==> config.mk <==
export PLATFORM = sky130hd
export DESIGN_NAME = stream_xbar_arbiter
export DESIGN_NICKNAME = d
export VERILOG_FILES = /design/src/rtl/stream_xbar_pkg.sv /design/src/rtl/stream_rr_arbiter.sv /design/src/rtl/stream_xbar_arbiter.sv
export SDC_FILE = /design/constraint.sdc
export NUM_CORES = 1
export LEC_CHECK = 0
export ABC_CLOCK_PERIOD_IN_PS = 1800
export BUFFER_PORTS_ARGS = -buffer_cell sky130_fd_sc_hd__buf_4
export CORE_AREA = 5 5 50 52
export CTS_CLUSTER_SIZE = 16
export DETAILED_ROUTE_END_ITERATION = 12
export DIE_AREA = 0 0 55 57
export PLACE_DENSITY = 0.67
export SLEW_MARGIN = 25
export SYNTH_ARGS = -nofsm -noshare
export SYNTH_HDL_FRONTEND = slang
export SYNTH_SLANG_ARGS = --single-unit
==> constraint.sdc <==
create_clock -name clk_i -period 1.8 [get_ports clk_i]
set_clock_uncertainty 0.05 [all_clocks]
set_input_delay 0.18 -clock clk_i [delete_from_list [all_inputs] [get_ports clk_i]]
set_output_delay 0.18 -clock clk_i [all_outputs]
set_load 0.03 [all_outputs]
==> src/rtl/stream_xbar_pkg.sv <==
// Shared types and helpers for the stream crossbar arbiter.
package stream_xbar_pkg;

    typedef enum logic [0:0] {
        ARB_IDLE = 1'b0,
        ARB_BUSY = 1'b1
    } arb_state_t;

    function automatic int idx_width(input int n);
        if (n <= 1) begin
            return 1;
        end else begin
            return $clog2(n);
        end
    endfunction

endpackage

==> src/rtl/stream_rr_arbiter.sv <==
// Round-robin packet arbiter for one output: grants a single requester and
// holds that grant until the winner's last beat is accepted.
module stream_rr_arbiter
    import stream_xbar_pkg::*;
#(
    parameter int N     = 2,
    parameter int IDX_W = idx_width(N)
) (
    input  logic         clk_i,
    input  logic         rst_n_i,
    input  logic [N-1:0] req_i,
    input  logic         win_valid_i,
    input  logic         win_last_i,
    input  logic         ready_i,
    output logic [N-1:0] grant_o,
    output logic         busy_o
);

    arb_state_t       state_r, state_s;
    logic [IDX_W-1:0] ptr_r, ptr_s;
    logic [IDX_W-1:0] win_r, win_s;
    logic [N-1:0]     grant_r, grant_s;
    logic [IDX_W-1:0] pick_idx_s;
    logic             found_s;

    // State, pointer, winner and grant registers
    always_ff @(posedge clk_i or negedge rst_n_i) begin
        if (!rst_n_i) begin
            state_r <= ARB_IDLE;
            ptr_r   <= '0;
            win_r   <= '0;
            grant_r <= '0;
        end else begin
            state_r <= state_s;
            ptr_r   <= ptr_s;
            win_r   <= win_s;
            grant_r <= grant_s;
        end
    end

    // First requester at or after the pointer, wrapping modulo N
    always_comb begin
        found_s    = 1'b0;
        pick_idx_s = '0;
        for (int i = 0; i < N; i++) begin
            if (!found_s && req_i[(int'(ptr_r) + i) % N]) begin
                found_s    = 1'b1;
                pick_idx_s = IDX_W'((int'(ptr_r) + i) % N);
            end else begin
                found_s    = found_s;
            end
        end
    end

    // Next-state logic: lock on a winner, release after its last beat
    always_comb begin
        state_s = state_r;
        ptr_s   = ptr_r;
        win_s   = win_r;
        grant_s = grant_r;
        case (state_r)
            ARB_IDLE: begin
                if (found_s) begin
                    state_s = ARB_BUSY;
                    win_s   = pick_idx_s;
                    grant_s = {{(N-1){1'b0}}, 1'b1} << pick_idx_s;
                end else begin
                    grant_s = '0;
                end
            end
            ARB_BUSY: begin
                if (win_valid_i && ready_i && win_last_i) begin
                    state_s = ARB_IDLE;
                    grant_s = '0;
                    ptr_s   = (win_r == IDX_W'(N - 1)) ? '0 : win_r + IDX_W'(1);
                end else begin
                    state_s = ARB_BUSY;
                end
            end
            default: begin
                state_s = ARB_IDLE;
                grant_s = '0;
            end
        endcase
    end

    // Outputs straight from registered state
    always_comb begin
        grant_o = grant_r;
        busy_o  = (state_r == ARB_BUSY);
    end

endmodule

==> src/rtl/stream_xbar_arbiter.sv <==
// Per-output packet arbiter for the stream crossbar: request decode with lock
// exclusion, one round-robin arbiter per output, and source ready return.
module stream_xbar_arbiter
    import stream_xbar_pkg::*;
#(
    parameter  int S_DATA_COUNT = 2,
    parameter  int M_DATA_COUNT = 3,
    localparam int T_ID___WIDTH = idx_width(S_DATA_COUNT),
    localparam int T_DEST_WIDTH = idx_width(M_DATA_COUNT)
) (
    input  logic                                       clk_i,
    input  logic                                       rst_n_i,
    input  logic [S_DATA_COUNT-1:0]                    s_valid_i,
    input  logic [S_DATA_COUNT-1:0]                    s_last_i,
    input  logic [S_DATA_COUNT-1:0][T_DEST_WIDTH-1:0]  s_dest_i,
    output logic [S_DATA_COUNT-1:0]                    s_ready_o,
    input  logic [M_DATA_COUNT-1:0]                    m_ready_i,
    output logic [M_DATA_COUNT-1:0][S_DATA_COUNT-1:0]  grant_o,
    output logic [M_DATA_COUNT-1:0]                    busy_o
);

    logic [S_DATA_COUNT-1:0]                   locked_s;
    logic [M_DATA_COUNT-1:0][S_DATA_COUNT-1:0] req_s;
    logic [M_DATA_COUNT-1:0][S_DATA_COUNT-1:0] grant_s;
    logic [M_DATA_COUNT-1:0]                   win_valid_s;
    logic [M_DATA_COUNT-1:0]                   win_last_s;

    // Per-source lock flag and ready return from the registered grants
    always_comb begin
        locked_s  = '0;
        s_ready_o = '0;
        for (int s = 0; s < S_DATA_COUNT; s++) begin
            for (int m = 0; m < M_DATA_COUNT; m++) begin
                locked_s[s]  = locked_s[s] | grant_s[m][s];
                s_ready_o[s] = s_ready_o[s] | (grant_s[m][s] & m_ready_i[m]);
            end
        end
    end

    // Destination decode; out-of-range destinations match no output
    always_comb begin
        req_s       = '0;
        win_valid_s = '0;
        win_last_s  = '0;
        for (int m = 0; m < M_DATA_COUNT; m++) begin
            for (int s = 0; s < S_DATA_COUNT; s++) begin
                req_s[m][s] = s_valid_i[s] & ~locked_s[s] &
                              (s_dest_i[s] == T_DEST_WIDTH'(m));
            end
            win_valid_s[m] = |(grant_s[m] & s_valid_i);
            win_last_s[m]  = |(grant_s[m] & s_last_i);
        end
    end

    for (genvar m = 0; m < M_DATA_COUNT; m++) begin : g_out
        stream_rr_arbiter #(
            .N     (S_DATA_COUNT),
            .IDX_W (T_ID___WIDTH)
        ) u_arb (
            .clk_i       (clk_i),
            .rst_n_i     (rst_n_i),
            .req_i       (req_s[m]),
            .win_valid_i (win_valid_s[m]),
            .win_last_i  (win_last_s[m]),
            .ready_i     (m_ready_i[m]),
            .grant_o     (grant_s[m]),
            .busy_o      (busy_o[m])
        );
    end

    assign grant_o = grant_s;

endmodule

==> impl_metrics.csv <==
group,metric,value,unit
floorplanning,die_h,57,µm
power_and_ir_drop,swShare,43.9,%
clock_network,cts_buffer_depth,2,
min_path,hold_end,"g_out[2].u_arb.busy_o",
clock_network,cts_setup_buffers,0,
timing,hold_viol_final,0,
logic_synthesis,synthArstFlopShare,100,%
logic_synthesis,syn_area,862,µm²
power_and_ir_drop,seqPwrFrac,36.5,%
setup_path,rr_worst_depth,4,
floorplanning,start_util,41.8,%
setup_path,path_cells,"or4_4 > or3b_4 > a211oi_2 > a31o_1",
final_layout,layout.nets,137,
final_layout,design_area,1140,µm²
floorplanning,die_w,55,µm
status,outcome,"completed",
final_layout,antennaDiodeCount,0,
route,drt-initial-drc-count,14,
final_layout,filler_cell_count,205,
route,wl_per_cell,14.8,µm
min_path,hold_path_depth,3,
power_and_ir_drop,p_sw,0.732,mW
timing,hold_slack,0.149,ns
setup_path,cpMaxStageDelayCell,"or4_4",
route,vias,849,
timing,rsz0062_at_grt,"yes",
floorplanning,io_pins,24,
final_layout,multi_input_area,447,µm²
logic_synthesis,ys_ff_latch,15,
setup_path,ff2ff_setup_slack,0.02,ns
timing,drv_slew,0,
route,vias_per_cell,5.62,
power_and_ir_drop,clkPwrFrac,11.4,%
logic_synthesis,ys_warn_count,0,
final_layout,layout_commonest_cell,"buf_4",
clock_network,clockRootBuffer,"clkbuf_4",
power_and_ir_drop,power_density,1460,nW/µm²
grt,grt_first_pass_wirelength,3.84,mm
final_layout,drive_gt1_share,35.8,%
logic_synthesis,synthFlopType,"dfrtp_1",
min_path,hold_class,"in -> reg",
setup_path,r2r_end,"g_out[0].u_arb.grant_o[0]",
clock_network,htree_levels,1,
route,antenna_left,0,
grt,grt_pass1_vias,863,
route,dr.pass1.iters,4,
setup_path,crit_type,"reg -> reg",
setup_path,rr_startpoint,"g_out[0].u_arb.grant_o[0]",
clock_network,insertion_delay,0.28,ns
clock_network,cts-buffers-inserted,3,
clock_network,cts_tree,"done",
clock_network,cts.sink_count,15,
setup_path,path_buf_inv,0,
setup_path,crit_family,"simple AND/OR/NAND/NOR gates",
grt,grt_antenna_before_repair,0,
timing,tightest_slew,0.442,ns
grt,grt_start_max_net_pins,16,
final_layout,layout_common_cells,"29 x buf_4, 13 x dfrtp_1, 10 x nand2_1",
floorplanning,die-area,3140,µm²
clock_network,clkSlewWorstSetupHoldPaths,0.08,ns
placement,numPortBuffers,23,
power_and_ir_drop,irDropWorstVdd,848,µV
power_and_ir_drop,p_int,0.937,mW
setup_path,arrival,1.95,ns
logic_synthesis,synth_nets,105,
placement,gp_congestion,0.804,
power_and_ir_drop,pwr-share-comb,52.1,%
min_path,worstHoldStart,"s_dest_i[3]",
power_and_ir_drop,leakagePower,0.535,nW
timing,setup_violations,0,
setup_path,cp-end-kind,"flop",
setup_path,critPathRequiredTime,1.97,ns
timing,slew-limit-headroom,70.3,%
timing,fin_crit_sh,98.9,%
setup_path,cpPeakStageDelay,0.53,ns
grt,grt.overflow.total,0,
logic_synthesis,ys_seq_area_share,43.5,%
timing,period_needed,1.78,ns
power_and_ir_drop,power,1.67,mW
logic_synthesis,avgSynthCellArea,9.37,µm²
logic_synthesis,syn_inst,92,
setup_path,crit_fanout,4,
logic_synthesis,synth_edf_count,0,
route,drc,0,
placement,hpwl,1.81,mm
setup_path,start_kind,"flop",
floorplanning,num_rows,17,
placement,postPlaceCellArea,1090,µm²
logic_synthesis,synth.distinct_cells,36,
final_layout,area_growth,32.8,%
grt,grtUsageTotal,16.8,%
route,wl,2.24,mm
final_layout,seqCellArea,378,µm²
floorplanning,core_area,2060,µm²
timing,max_freq,562,MHz
flow_run,maxCapViolations,0,
==> registers in the layout, indices dropped and copies added, names as in the netlist <==
| register | count |
|---|---|
| g_out.u_arb.busy_o | 3 |
| g_out.u_arb.grant_o | 6 |
| g_out.u_arb.ptr_r | 3 |
| g_out.u_arb.win_r | 3 |
==> worst reg2reg max path: stages (launching register included) <==
cell and delay [ns]:
dfrtp_2 0.41, or4_4 0.53, or3b_4 0.42, a211oi_2 0.20, a31o_1 0.11
==> power by group through the flow <==
stage / Clock [mW] / Sequential [mW] / Combinational, mW
2_1_floorplan: 0 / 0.714 / 0.439
3_3_place_gp: 0 / 0.613 / 0.852
3_5_place_dp: 0 / 0.614 / 0.861
4_1_cts: 0.202 / 0.609 / 0.862
5_1_grt: 0.219 / 0.632 / 0.943
6_report: 0.190 / 0.610 / 0.869
==> metrics by stage <==
step / std cells / TNS [ns] / util [%] / setup WS, ns
floorplan: 92 / -0.0916 / - / -0.0413
global placement: 146 / 0 / 53.1 / 0.0627
detailed placement: 146 / 0 / 53.1 / 0.0241
CTS: 151 / 0 / 54.9 / 0.0223
global route: 151 / -0.115 / 55.5 / -0.0614
finish: 151 / 0 / 55.5 / 0.0206
==> cell usage after synthesis, types with 2 or more instances <==
cell type | number | area [µm²]
a21oi_1 | 2 | 10.0
a222oi_1 | 2 | 20.0
buf_4 | 3 | 22.5
dfrtp_1 | 15 | 375
inv_1 | 8 | 30.0
mux2i_1 | 2 | 20.0
nand2_1 | 10 | 37.5
nand3_1 | 5 | 25.0
nor2_1 | 6 | 22.5
nor3_1 | 3 | 15.0
o211ai_1 | 3 | 22.5
o21ai_0 | 8 | 40.0
o21ai_1 | 2 | 10.0
==> worst max-delay path by stage <==
| stage | from | end | cells after the start |
|---|---|---|---|
| 2_1_floorplan | g_out[0].u_arb.grant_o[0] | g_out[0].u_arb.grant_o[0] | 4 |
| 3_3_place_gp | g_out[0].u_arb.grant_o[0] | g_out[0].u_arb.grant_o[0] | 4 |
| 3_5_place_dp | g_out[0].u_arb.grant_o[0] | g_out[0].u_arb.grant_o[1] | 4 |
| 4_1_cts | g_out[0].u_arb.grant_o[0] | g_out[0].u_arb.grant_o[1] | 4 |
| 5_1_grt | g_out[0].u_arb.grant_o[0] | g_out[0].u_arb.grant_o[0] | 4 |
| 6_report | g_out[0].u_arb.grant_o[0] | g_out[0].u_arb.grant_o[0] | 4 |
==> cell type report <==
class | count | area share [%]
multi-input cells | 66 | 39.0
flip-flops and latches | 15 | 33.0
repair buffers | 30 | 19.9
well taps | 28 | 3.06
inverters | 8 | 2.62
clock buffers | 3 | 1.97
clock inverters | 1 | 0.437
==> cells by family after synthesis <==
| family | count (synthesis) | synth area share (%) |
|---|---|---|
| AOI/OAI and AO/OA | 29 | 24.0 |
| buffers and inverters | 11 | 6.10 |
| DFF | 15 | 43.5 |
| muxes | 3 | 3.63 |
| and+or+nand+nor | 34 | 22.8 |
==> repair_timing <==
item                                    in CTS  in global routing
hold buffers                                 1                  0
hold endpoints to repair                    15                  0
endpoints found under the setup margin       0                  5
resized for setup                            0                  3
==> routing by layer <==
| metal | GRT usage (%) | up-vias | routed length, µm |
|---|---|---|---|
| met5 | 0 | - | 0 |
| met4 | 5.21 | 0 | 25 |
| met3 | 5.74 | 4 | 143 |
| met2 | 27.4 | 32 | 1130 |
| met1 | 20.4 | 408 | 937 |
| li1 | - | 405 | - |
No activity file was read; power rests on OpenSTA's default activity.
